--- config.mk ---
export PLATFORM = sky130hd
export DESIGN_NAME = adc_power_seq
export DESIGN_NICKNAME = d
export VERILOG_FILES = /design/src/rtl/adc_power_seq.sv
export SDC_FILE = /design/constraint.sdc
export NUM_CORES = 1
export LEC_CHECK = 0
export ABC_AREA = 1
export CAP_MARGIN = 30
export CELL_PAD_IN_SITES_DETAIL_PLACEMENT = 0
export CELL_PAD_IN_SITES_GLOBAL_PLACEMENT = 1
export CORE_MARGIN = 5
export CORE_UTILIZATION = 30
export CTS_CLUSTER_DIAMETER = 120
export DETAILED_ROUTE_END_ITERATION = 7
export PLACE_DENSITY_LB_ADDON = 0.15
export SLEW_MARGIN = 40
export SYNTH_ARGS = -nofsm -noshare
export SYNTH_HDL_FRONTEND = slang
export SYNTH_SLANG_ARGS = --single-unit
--- constraint.sdc ---
create_clock -name clk -period 4.38 [get_ports clk]
set_input_delay 1.314 -clock clk [delete_from_list [all_inputs] [get_ports clk]]
set_output_delay 1.314 -clock clk [all_outputs]
set_load 0.005 [all_outputs]
--- src/rtl/adc_power_seq.sv ---
// adc_power_seq: ADC supply/reset power-up sequencer with a ms timebase.
// IDLE -> PWR -> RST -> SETTLE -> READY; shutdown or rst_l returns to IDLE.
module adc_power_seq #(
    parameter int FREQ_MHZ    = 12,
    parameter int T_PWR_MS    = 5,
    parameter int T_RST_MS    = 1,
    parameter int T_SETTLE_MS = 2
) (
    input  logic       clk,
    input  logic       rst_l,
    input  logic       start,
    input  logic       shutdown,
    output logic       pwr_en,
    output logic       adc_rst_l,
    output logic       busy,
    output logic       ready,
    output logic [2:0] state
);
    localparam int CYC_N = FREQ_MHZ * 1000;
    localparam int CYC_W = $clog2(CYC_N);
    localparam int T_MAX = (T_PWR_MS > T_RST_MS)
                         ? ((T_PWR_MS > T_SETTLE_MS) ? T_PWR_MS : T_SETTLE_MS)
                         : ((T_RST_MS > T_SETTLE_MS) ? T_RST_MS : T_SETTLE_MS);
    localparam int MS_W = $clog2(T_MAX + 1);
    localparam logic [CYC_W-1:0] CYC_LAST = CYC_W'(CYC_N - 1);

    typedef enum logic [2:0] {
        S_IDLE   = 3'd0,
        S_PWR    = 3'd1,
        S_RST    = 3'd2,
        S_SETTLE = 3'd3,
        S_READY  = 3'd4
    } state_t;

    state_t           r_state, w_next;
    logic [CYC_W-1:0] r_cyc;
    logic [MS_W-1:0]  r_ms, w_last;
    logic             w_ms_tick, w_expire, w_clear;
    logic             r_pwr_en, r_adc_rst_l, r_busy, r_ready;

    assign w_ms_tick = r_cyc == CYC_LAST;

    always_comb begin
        w_last = '0;
        case (r_state)
            S_PWR:    w_last = MS_W'(T_PWR_MS - 1);
            S_RST:    w_last = MS_W'(T_RST_MS - 1);
            S_SETTLE: w_last = MS_W'(T_SETTLE_MS - 1);
            default:  w_last = '0;
        endcase
        // Expiry fires on the tick that would bring the ms count up to T.
        w_expire = w_ms_tick && (r_ms == w_last);
        w_next = r_state;
        if (r_state == S_IDLE)
            w_next = (start && !shutdown) ? S_PWR : S_IDLE;
        else if (shutdown)
            w_next = S_IDLE;
        else if (w_expire)
            case (r_state)
                S_PWR:    w_next = S_RST;
                S_RST:    w_next = S_SETTLE;
                S_SETTLE: w_next = S_READY;
                default:  w_next = r_state;
            endcase
        w_clear = (w_next != r_state) || (r_state == S_IDLE) || (r_state == S_READY);
    end

    always_ff @(posedge clk or negedge rst_l) begin
        if (!rst_l) begin
            r_state     <= S_IDLE;
            r_cyc       <= '0;
            r_ms        <= '0;
            r_pwr_en    <= 1'b0;
            r_adc_rst_l <= 1'b0;
            r_busy      <= 1'b0;
            r_ready     <= 1'b0;
        end else begin
            r_state     <= w_next;
            r_cyc       <= (w_clear || w_ms_tick) ? '0 : r_cyc + CYC_W'(1);
            r_ms        <= w_clear ? '0 : r_ms + MS_W'(w_ms_tick);
            r_pwr_en    <= w_next != S_IDLE;
            r_adc_rst_l <= (w_next == S_SETTLE) || (w_next == S_READY);
            r_busy      <= (w_next == S_PWR) || (w_next == S_RST) || (w_next == S_SETTLE);
            r_ready     <= w_next == S_READY;
        end
    end

    assign pwr_en    = r_pwr_en;
    assign adc_rst_l = r_adc_rst_l;
    assign busy      = r_busy;
    assign ready     = r_ready;
    assign state     = r_state;
endmodule

==> summary.md, run 1 <==
| Metric | Value |
|---|---|
| Peak VDD IR | 0.111 mV |
| Starting DRT DRC Count | 35 |
| # port buffers | 10 |
| Register area | 601 um2 |
| Final setup violation count | 0 |
| Area of the mapped netlist | 1440 um2 |
| Worst Path Buf+Inv | 1 |
| Final core occ | 0.347 |
| Area Overhead vs Synth | 13.2% |
| Fin crit share | 0.616 |
| Residual DRC | 0 |
| Clock sinks | 24 |
| Slew margin rel. | 0.630 |
| Worst clock skew | 0.00238 ns |
| Clock Latency Late Sink | 0.27 ns |
| Delay-heaviest family, CP | buffers and inverters |
| CP endpoint kind | primary output |
| Synth unique cells | 25 |
| Post-synth top area share | 0.418 |
| GRT Util Overall | 0.101 |
| Via density | 4.55 |
| First-pass detailed-route iteration total | 4 |
| Crit path required time | 3.07 ns |
| First-pass GRT wire length | 4990 um |
| Num CTS Buffers | 3 |
| Final setup TNS | 0 ns |
| CP max stage cell | clkdlybuf4s50_1 |
| RSZ-0062 raised after global routing | false |
| Max-Cap Viols | 0 |
| Die H | 79.2 um |
| Syn_nets | 168 |
| Fmax | 370 MHz |
| Final Max Slew Viols | 0 |
| Area post-placement | 1560 um2 |
| Period minus WS final | 2.70 ns |
| Dpl hpwl | ~2100 um |
| Reg clk slew, reported paths | 0.09 ns |
| Maximum fanout along the worst path | 9 |
| Sequential area share after synthesis | 0.418 |
| Post-Syn Instances | 161 |
| Die area | 6270 um2 |
| Clock Root Buffer | clkbuf_8 |
| Starting Density | 0.306 |
| Run status | finished clean |
| RePlAce Congestion | 0.757 |
| Total Wirelength | 2780 um |
| Hold Crit Class | flip-flop to flip-flop |
| Share of layout cells above drive strength 1 | 0.180 |
| Via count | 1028 |
| Critical path class | flip-flop to primary output |
| Post-CTS Setup Bufs | 0 |
| Post-cts gate resize count | 0 |
| Post-route antenna net violation count | 0 |
| Area leader, netlist | dfrtp_1 |
| GRT Residual Overflow | 0 |
| PwrDens | roughly 290 nW/um2 |
| Commonest non-fill, non-tap cells in the layout | inv_1, dfrtp_1, nand2_1 |
| # fillers | just under 500 |
| Area of the multi-input gates | approximately 700 um2 |
| ANT cells | 0 |
| Fin. Hold Viols | 0 |
| Rows | 25 |
| Flops & latches, synth | 24 |
| DR WL/cell | 12.3 um |
| Fin Hold WS | 0.471 ns |
| Antenna violations before repair | 0 |
| Least-Margin Pin Slew | 0.556 ns |
| Leakage | 0.729 nW |
| CP Cell Sequence | clkdlybuf4s50_1 |
| Layout net count | 180 |
| Floorplan core area | around 4700 um2 |
| Vias in the first global route | 1015 |
| CTS tree | built |
| Hold-fix buffers at CTS | 0 |
| Top cells by area, synth | dfrtp_1, nor2_4, inv_1, nand2_1, xor2_1 |
| Largest net degree at the start of global routing | 25 |
| CTS Buffer Depth | 2 |
| Crit-path max cell delay | 0.57 ns |
| Final Cell Area | 1630 um2 |
| Avg Cell Area, Syn | about 8.9 um2 |
| Die X | 79.2 um |
| YS warnings | 0 |
| Crit path DAT | 1.39 ns |
| Total chip power | 472 uW |
| # IOs | 11 |
| H-tree Lvls | 1 |
| Startpoint types | flip-flop |
==> stage by stage <==
step           setup slack [ns]  instances
5_1_grt                    1.59        226
3_5_place_dp               1.41        222
2_1_floorplan              2.17        161
4_1_cts                    1.65        226
6_report                   1.68        226
3_3_place_gp               1.45        222
==> worst reg2reg max path, cell delays in order (launching register included) <==
cell,delay (ns)
dfrtp_1,0.49
nor2_2,0.24
nand2_2,0.10
nand2_2,0.08
nand3_2,0.08
nor2_4,0.13
nand3_1,0.08
nand2_1,0.09
nand2_2,0.07
nand3_4,0.08
nand4_4,0.35
nor2_1,0.22
==> worst paths after layout <==
| check | startpoint | end | slack [ns] | cells past startpoint |
|---|---|---|---|---|
| worst min-delay path | r_cyc[0] | r_cyc[0] | 0.47 | 1 |
| worst max-delay path | state[0] | state[0] | 1.68 | 1 |
| max in group asynchronous | rst_l | pwr_en | 2.99 | 1 |
| worst max register to register | state[1] | r_cyc[0] | 2.28 | 11 |
| worst min register to register | r_cyc[0] | r_cyc[0] | 0.47 | 1 |
| min in group asynchronous | rst_l | r_cyc[12] | 1.02 | 1 |
==> report_power, final <==
part / leakage, nW / switching (mW) / total (mW) / internal [mW]
logic: 0.362 / 0.0303 / 0.0457 / 0.0154
clock network: 0.0357 / 0.0751 / 0.197 / 0.122
registers: 0.331 / 0.00380 / 0.229 / 0.225
total: 0.729 / 0.109 / 0.472 / 0.362
==> registers in the layout, summed over array words and instances, names as in the netlist <==
signal	flops
ready	1
r_ms	3
busy	1
pwr_en	1
state	3
r_cyc	14
adc_rst_l	1
==> cells in the mapped netlist, drive strengths merged <==
cell type / instances
o21ai: 3
o22ai: 1
nor3: 2
clkbuf: 1
nand2: 27
o211ai: 1
o21bai: 1
nand4: 4
nor2: 36
xor2: 9
nand3: 17
dfrtp: 24
buf: 2
a21boi: 1
a41oi: 1
xnor2: 3
ha: 3
inv: 25
==> cell type report <==
class	instances	share of cell area
repair buffers	10	0.0585
flip-flops and latches	24	0.369
clock inverters	1	0.0185
inverters	25	0.0577
clock buffers	3	0.0254
well taps	54	0.0415
multi-input cells	109	0.429
==> routing by layer <==
metal	part of all wire	wire length [um]	track usage
met5	0	0	0
met4	0.0054	15	0.0309
met3	0.043	119	0.0215
met2	0.52	1450	0.173
met1	0.43	1190	0.127
==> cells by family (layout without fill, tap and decap cells) <==
group	count (synthesis)	count (layout)	share of synthesized area
DFF	24	24	0.418
buffers and inverters	28	39	0.0958
xor gates and xnor gates	12	12	0.0732
and+or+nand+nor	86	86	0.348
adders and majority gates	3	3	0.0261
AOI/OAI and AO/OA	8	8	0.0392
No activity file was read; power rests on OpenSTA's default activity.
==> run 2: changes to the inputs <==
==> constraint.sdc (replaced) <==
create_clock -name clk -period 2.3 [get_ports clk]
set_input_delay 0.69 -clock clk [delete_from_list [all_inputs] [get_ports clk]]
set_output_delay 0.69 -clock clk [all_outputs]
set_load 0.005 [all_outputs]
==> run 2 against run 1 <==
Against the previous run:
- wire length shrank 0.76%
- core utilization up 0.24 points
- non-clock buffer count grew 3
- count of clock-buffer cells in the layout is 1 higher
- critical endpoint unchanged
- largest cell class unchanged
- highest routed layer unchanged
==> summary.md, run 2 (synthesized netlist as in run 1, its figures left out) <==
| Metric | Value |
|---|---|
| First-pass GRT wire length | just under 5000 um |
| Crit path DAT | 1.39 ns |
| RR Endpoint | r_cyc[0] |
| Final Cell Area | 1640 um2 |
| Period minus WS final | 2.08 ns |
| ANT cells | 0 |
| Peak VDD IR | 0.323 mV |
| Dpl hpwl | around 2200 um |
| CTS tree | built |
| Area post-placement | 1580 um2 |
| Register-to-Register Path Depth | 11 |
| Post-CTS Setup Bufs | 0 |
| RePlAce Congestion | 0.771 |
| Total Wirelength | 2760 um |
| Worst clock skew | 0.00990 ns |
| Die area | 6270 um2 |
| Hold Crit Class | flip-flop to flip-flop |
| Antenna violations before repair | 0 |
| GRT Residual Overflow | 0 |
| Clock Latency Late Sink | 0.27 ns |
| DR WL/cell | 12.0 um |
| Leakage | 0.737 nW |
| H-tree Lvls | 1 |
| Metal1 wirelength | 1250 um |
| Largest net degree at the start of global routing | 25 |
| Startpoint types | flip-flop |
| Starting DRT DRC Count | 32 |
| Residual DRC | 0 |
| Crit path required time | 1.61 ns |
| Final setup violation count | 0 |
| Final core occ | 0.349 |
| Layout net count | 183 |
| PwrDens | slightly below 500 nW/um2 |
| Hold Crit Start | r_cyc[0] |
| # port buffers | 10 |
| CP max stage cell | clkdlybuf4s50_1 |
| Routed wl met2 | 1410 um |
| Die X | 79.2 um |
| Hold Crit Endpoint | r_cyc[0] |
| Rows | 25 |
| Clock Root Buffer | clkbuf_8 |
| Vias in the first global route | between 1000 and 1500 |
| Fin. Hold Viols | 0 |
| Reg clk slew, reported paths | 0.08 ns |
| GRT Util Overall | 0.0975 |
| CP Cell Sequence | clkdlybuf4s50_1 |
| Starting Density | 0.306 |
| Share of layout cells above drive strength 1 | 0.189 |
| Die H | 79.2 um |
| Clock sinks | 24 |
| Least-Margin Pin Slew | 0.454 ns |
| # IOs | 11 |
| Via density | 4.58 |
| Via count | 1048 |
| Fmax | around 480 MHz |
| Area Overhead vs Synth | 14.0% |
| Reg-to-reg slack, setup | 0.24 ns |
| R2R Path Start | state[1] |
| Worst Path Buf+Inv | 1 |
| Final Max Slew Viols | 0 |
| Fin crit share | 0.902 |
| Num CTS Buffers | 3 |
| Floorplan core area | 4690 um2 |
| Uppermost routed layer | met4 |
| CTS Buffer Depth | 2 |
| Commonest non-fill, non-tap cells in the layout | inv_1, dfrtp_1, nand2_1 |
| Maximum fanout along the worst path | 9 |
| Post-route antenna net violation count | 0 |
| Run status | finished clean |
| Hold-fix buffers at CTS | 0 |
| Slew margin rel. | 0.697 |
| Wire length on met3 | a little under 90 um |
| Crit-path max cell delay | 0.58 ns |
| Biggest register | r_cyc |
| Delay-heaviest family, CP | buffers and inverters |
| RSZ-0062 raised after global routing | false |
| CP endpoint kind | primary output |
| First-pass detailed-route iteration total | 4 |
| Max reg flops | 14 |
| Critical path class | flip-flop to primary output |
| Max-Cap Viols | 0 |
| Post-cts gate resize count | 0 |
| Worst hold stages | 1 |
run 2: changes by cell type in the layout (fill, tap and decap cells not counted):
cell | previous run | this run
clkbuf_8 | 3 | 4
clkdlybuf4s50_1 | 9 | 10
buf_4 | 0 | 3
bufinv_16 | 1 | 0
buf_2 | 1 | 0
run 2: where the power goes:
group / switching (mW) / total, mW / internal, mW / leakage [nW]
Clock: 0.131 / 0.283 / 0.153 / 0.0288
Combinational: 0.0578 / 0.0891 / 0.0313 / 0.377
Sequential: 0.00754 / 0.436 / 0.428 / 0.331
Total: 0.196 / 0.808 / 0.612 / 0.737
run 2: final cells by class:
type	count	area (um2)
Inverter	25	93.8
Sequential cell	24	601
Tap cell	54	67.6
Timing Repair Buffer	13	123
Clock buffer	4	55.1
Multi-Input combinational cell	109	698
Fill cell	498	3050
run 2: per-stage QoR:
stage                     TNS [ns]  total power [mW]  instances  worst slack, ns  hold WS (ns)
after CTS                        0             0.824        229            0.192         0.472
after detailed placement    -0.283             0.535        225          -0.0553         0.460
after global placement           0             0.535        225          0.00943         0.448
after floorplan                  0             0.513        161            0.598         0.394
final                            0             0.808        229            0.225         0.467
after global routing             0             0.849        229          0.00111         0.503
run 2: metal layers:
layer  up-vias  track usage
met3         2       0.0238
met5         -            0
met4         0       0.0258
li1        526            -
met2        12        0.168
met1       508        0.121
run 2: worst max path at each step:
| stage | from | to | slack (ns) | cells after the start |
|---|---|---|---|---|
| global placement | shutdown | r_cyc[1] | 0.009 | 8 |
| CTS | state[1] | r_cyc[0] | 0.19 | 11 |
| global route | state[1] | r_cyc[1] | 0.001 | 11 |
| floorplan | r_cyc[0] | r_cyc[5] | 0.60 | 13 |
| finish | state[0] | state[0] | 0.22 | 1 |
| detailed placement | shutdown | r_cyc[13] | -0.06 | 8 |
==> run 3: changes to the inputs <==
--- a/config.mk
+++ b/config.mk
@@ -14,6 +14,7 @@
 export CTS_CLUSTER_DIAMETER = 120
 export DETAILED_ROUTE_END_ITERATION = 7
 export PLACE_DENSITY_LB_ADDON = 0.15
+export RECOVER_POWER = 25
 export SLEW_MARGIN = 40
 export SYNTH_ARGS = -nofsm -noshare
 export SYNTH_HDL_FRONTEND = slang
==> run 3 against run 2 <==
Against the previous run:
- sequential cell count unchanged
- clock skew unchanged
- final area fell by 0.23%
- die area unchanged
- clock power about the same
- largest cell class unchanged
- highest routed layer unchanged
==> summary.md, run 3 (synthesized netlist as in run 1, its figures left out) <==
| Metric | Value |
|---|---|
| Run status | finished clean |
| Fin crit share | 0.902 |
| Clock Latency Late Sink | 0.27 ns |
| Clock Root Buffer | clkbuf_8 |
| # fillers | 500 |
| Commonest non-fill, non-tap cells in the layout | inv_1, dfrtp_1, nand2_1 |
| CP Cell Sequence | clkdlybuf4s50_1 |
| Leakage | roughly 0.73 nW |
| Area Overhead vs Synth | 13.8% |
| Delay-heaviest family, CP | buffers and inverters |
| RSZ-0062 raised after global routing | false |
| Switching part of the total | 0.243 |
| Post-cts gate resize count | 0 |
| H-tree Lvls | 1 |
| Via count | 1047 |
| Worst clock skew | ~0.0099 ns |
| Fmax | 482 MHz |
| Clock power share | 0.351 |
| Die H | 79.2 um |
| Post-Layout Cell Count | 229 |
| CTS Buffer Depth | 2 |
| Period minus WS final | 2.08 ns |
| Final Max Slew Viols | 0 |
| Fin Hold WS | roughly 0.47 ns |
| Num CTS Buffers | 3 |
| Crit path DAT | 1.39 ns |
| Max reg flops | 14 |
| Pint | a little over 600 uW |
| Startpoint types | flip-flop |
| R2R Path Start | state[1] |
| # port buffers | 10 |
| Starting Density | 0.306 |
| Register-to-Register Path Depth | 11 |
| Floorplan core area | approximately 4700 um2 |
| CP max stage cell | clkdlybuf4s50_1 |
| Worst setup path end | state[0] |
| Peak VDD IR | ~0.32 mV |
| Antenna violations before repair | 0 |
| Crit-path max cell delay | 0.58 ns |
| # IOs | 11 |
| Critical path origin | state[0] |
| Seq pwr share | 0.540 |
| GRT Util Overall | 0.0975 |
| Share of layout cells above drive strength 1 | 0.183 |
| RePlAce Congestion | 0.771 |
| Largest net degree at the start of global routing | 25 |
| Vias in the first global route | 1061 |
| Combinational power share | 0.109 |
| PwrDens | 494 nW/um2 |
| Hold-fix buffers at CTS | 0 |
| Worst Path Buf+Inv | 1 |
| Slew margin rel. | 0.111 |
| Die area | 6270 um2 |
| Total Wirelength | 2760 um |
| Post-route antenna net violation count | 0 |
| First-pass GRT wire length | 4840 um |
| Starting DRT DRC Count | 32 |
| Die X | 79.2 um |
| First-pass detailed-route iteration total | 4 |
| Max-Cap Viols | 0 |
| CTS tree | built |
| Placed instance count | 225 |
| Least-Margin Pin Slew | between 1 and 1.5 ns |
| GRT Residual Overflow | 0 |
| ANT cells | 0 |
| Rows | 25 |
| Reg clk slew, reported paths | 0.08 ns |
| Residual DRC | 0 |
| Sw Pwr | slightly below 200 uW |
| Maximum fanout along the worst path | 9 |
| Via density | around 4.6 |
| Clock sinks | 24 |
| Crit. path cell count | 1 |
| Dpl hpwl | 2180 um |
| Post-CTS Setup Bufs | 0 |
| Hold Crit Class | flip-flop to flip-flop |
| DR WL/cell | 12.0 um |
| Fin. Hold Viols | 0 |
| Biggest register | r_cyc |
| Crit path required time | 1.61 ns |
| Layout net count | 183 |
| RR Endpoint | r_cyc[0] |
| Critical path class | flip-flop to primary output |
| CP endpoint kind | primary output |
| Reg-to-reg slack, setup | around 0.24 ns |
| Worst hold stages | 1 |
| Final setup violation count | 0 |
==> run 3: cell types whose count changed in the layout (fill, tap and decap cells not counted) <==
| cell | change |
|---|---|
| buf_4 | -1 |
| clkbuf_1 | +1 |
==> run 3: worst min-delay path by stage <==
stage	start	to	slack, ns
after floorplan	rst_l	adc_rst_l	0.39
after global placement	r_cyc[0]	r_cyc[0]	0.45
after detailed placement	r_cyc[0]	r_cyc[0]	0.46
after CTS	r_cyc[0]	r_cyc[0]	0.47
after global routing	r_cyc[0]	r_cyc[0]	0.50
final	r_cyc[0]	r_cyc[0]	0.47
==> run 3: layer usage <==
metal | track usage | part of all wire | up-vias
met3 | 0.0238 | 0.032 | 2
met4 | 0.0258 | 0.0054 | 0
met5 | 0 | 0 | -
met1 | 0.121 | 0.45 | 507
li1 | - | - | 526
met2 | 0.168 | 0.51 | 12
==> run 3: metrics by stage <==
step,setup TNS (ns),power (mW),util,setup WS [ns],instance area (um2)
floorplan,0,0.513,-,0.598,1440
CTS,0,0.824,0.349,0.192,1640
global route,0,0.848,0.348,0.00111,1630
detailed placement,-0.283,0.535,0.337,-0.0553,1580
finish,0,0.807,0.348,0.225,1630
global placement,0,0.535,0.337,0.00943,1580
==> run 3: cell type report <==
type	instances	area, um2	area share
Inverter	25	93.8	0.0574
Tap cell	54	67.6	0.0413
Sequential cell	24	601	0.368
Clock buffer	4	55.1	0.0337
Multi-Input combinational cell	109	698	0.427
Timing Repair Buffer	13	119	0.0727
==> run 3: power groups by stage <==
stage	Clock (mW)	Combinational, mW	Sequential [mW]
6_report	0.283	0.0882	0.436
5_1_grt	0.312	0.0984	0.437
4_1_cts	0.297	0.0914	0.436
3_5_place_dp	0	0.0910	0.444
3_3_place_gp	0	0.0902	0.444
2_1_floorplan	0	0.0719	0.441
==> run 3: worst reg2reg max path, delay by kind of cell (launching register included) <==
| family | cells | cell delay, ns |
|---|---|---|
| flops | 1 | 0.48 |
| simple gates | 11 | 1.51 |
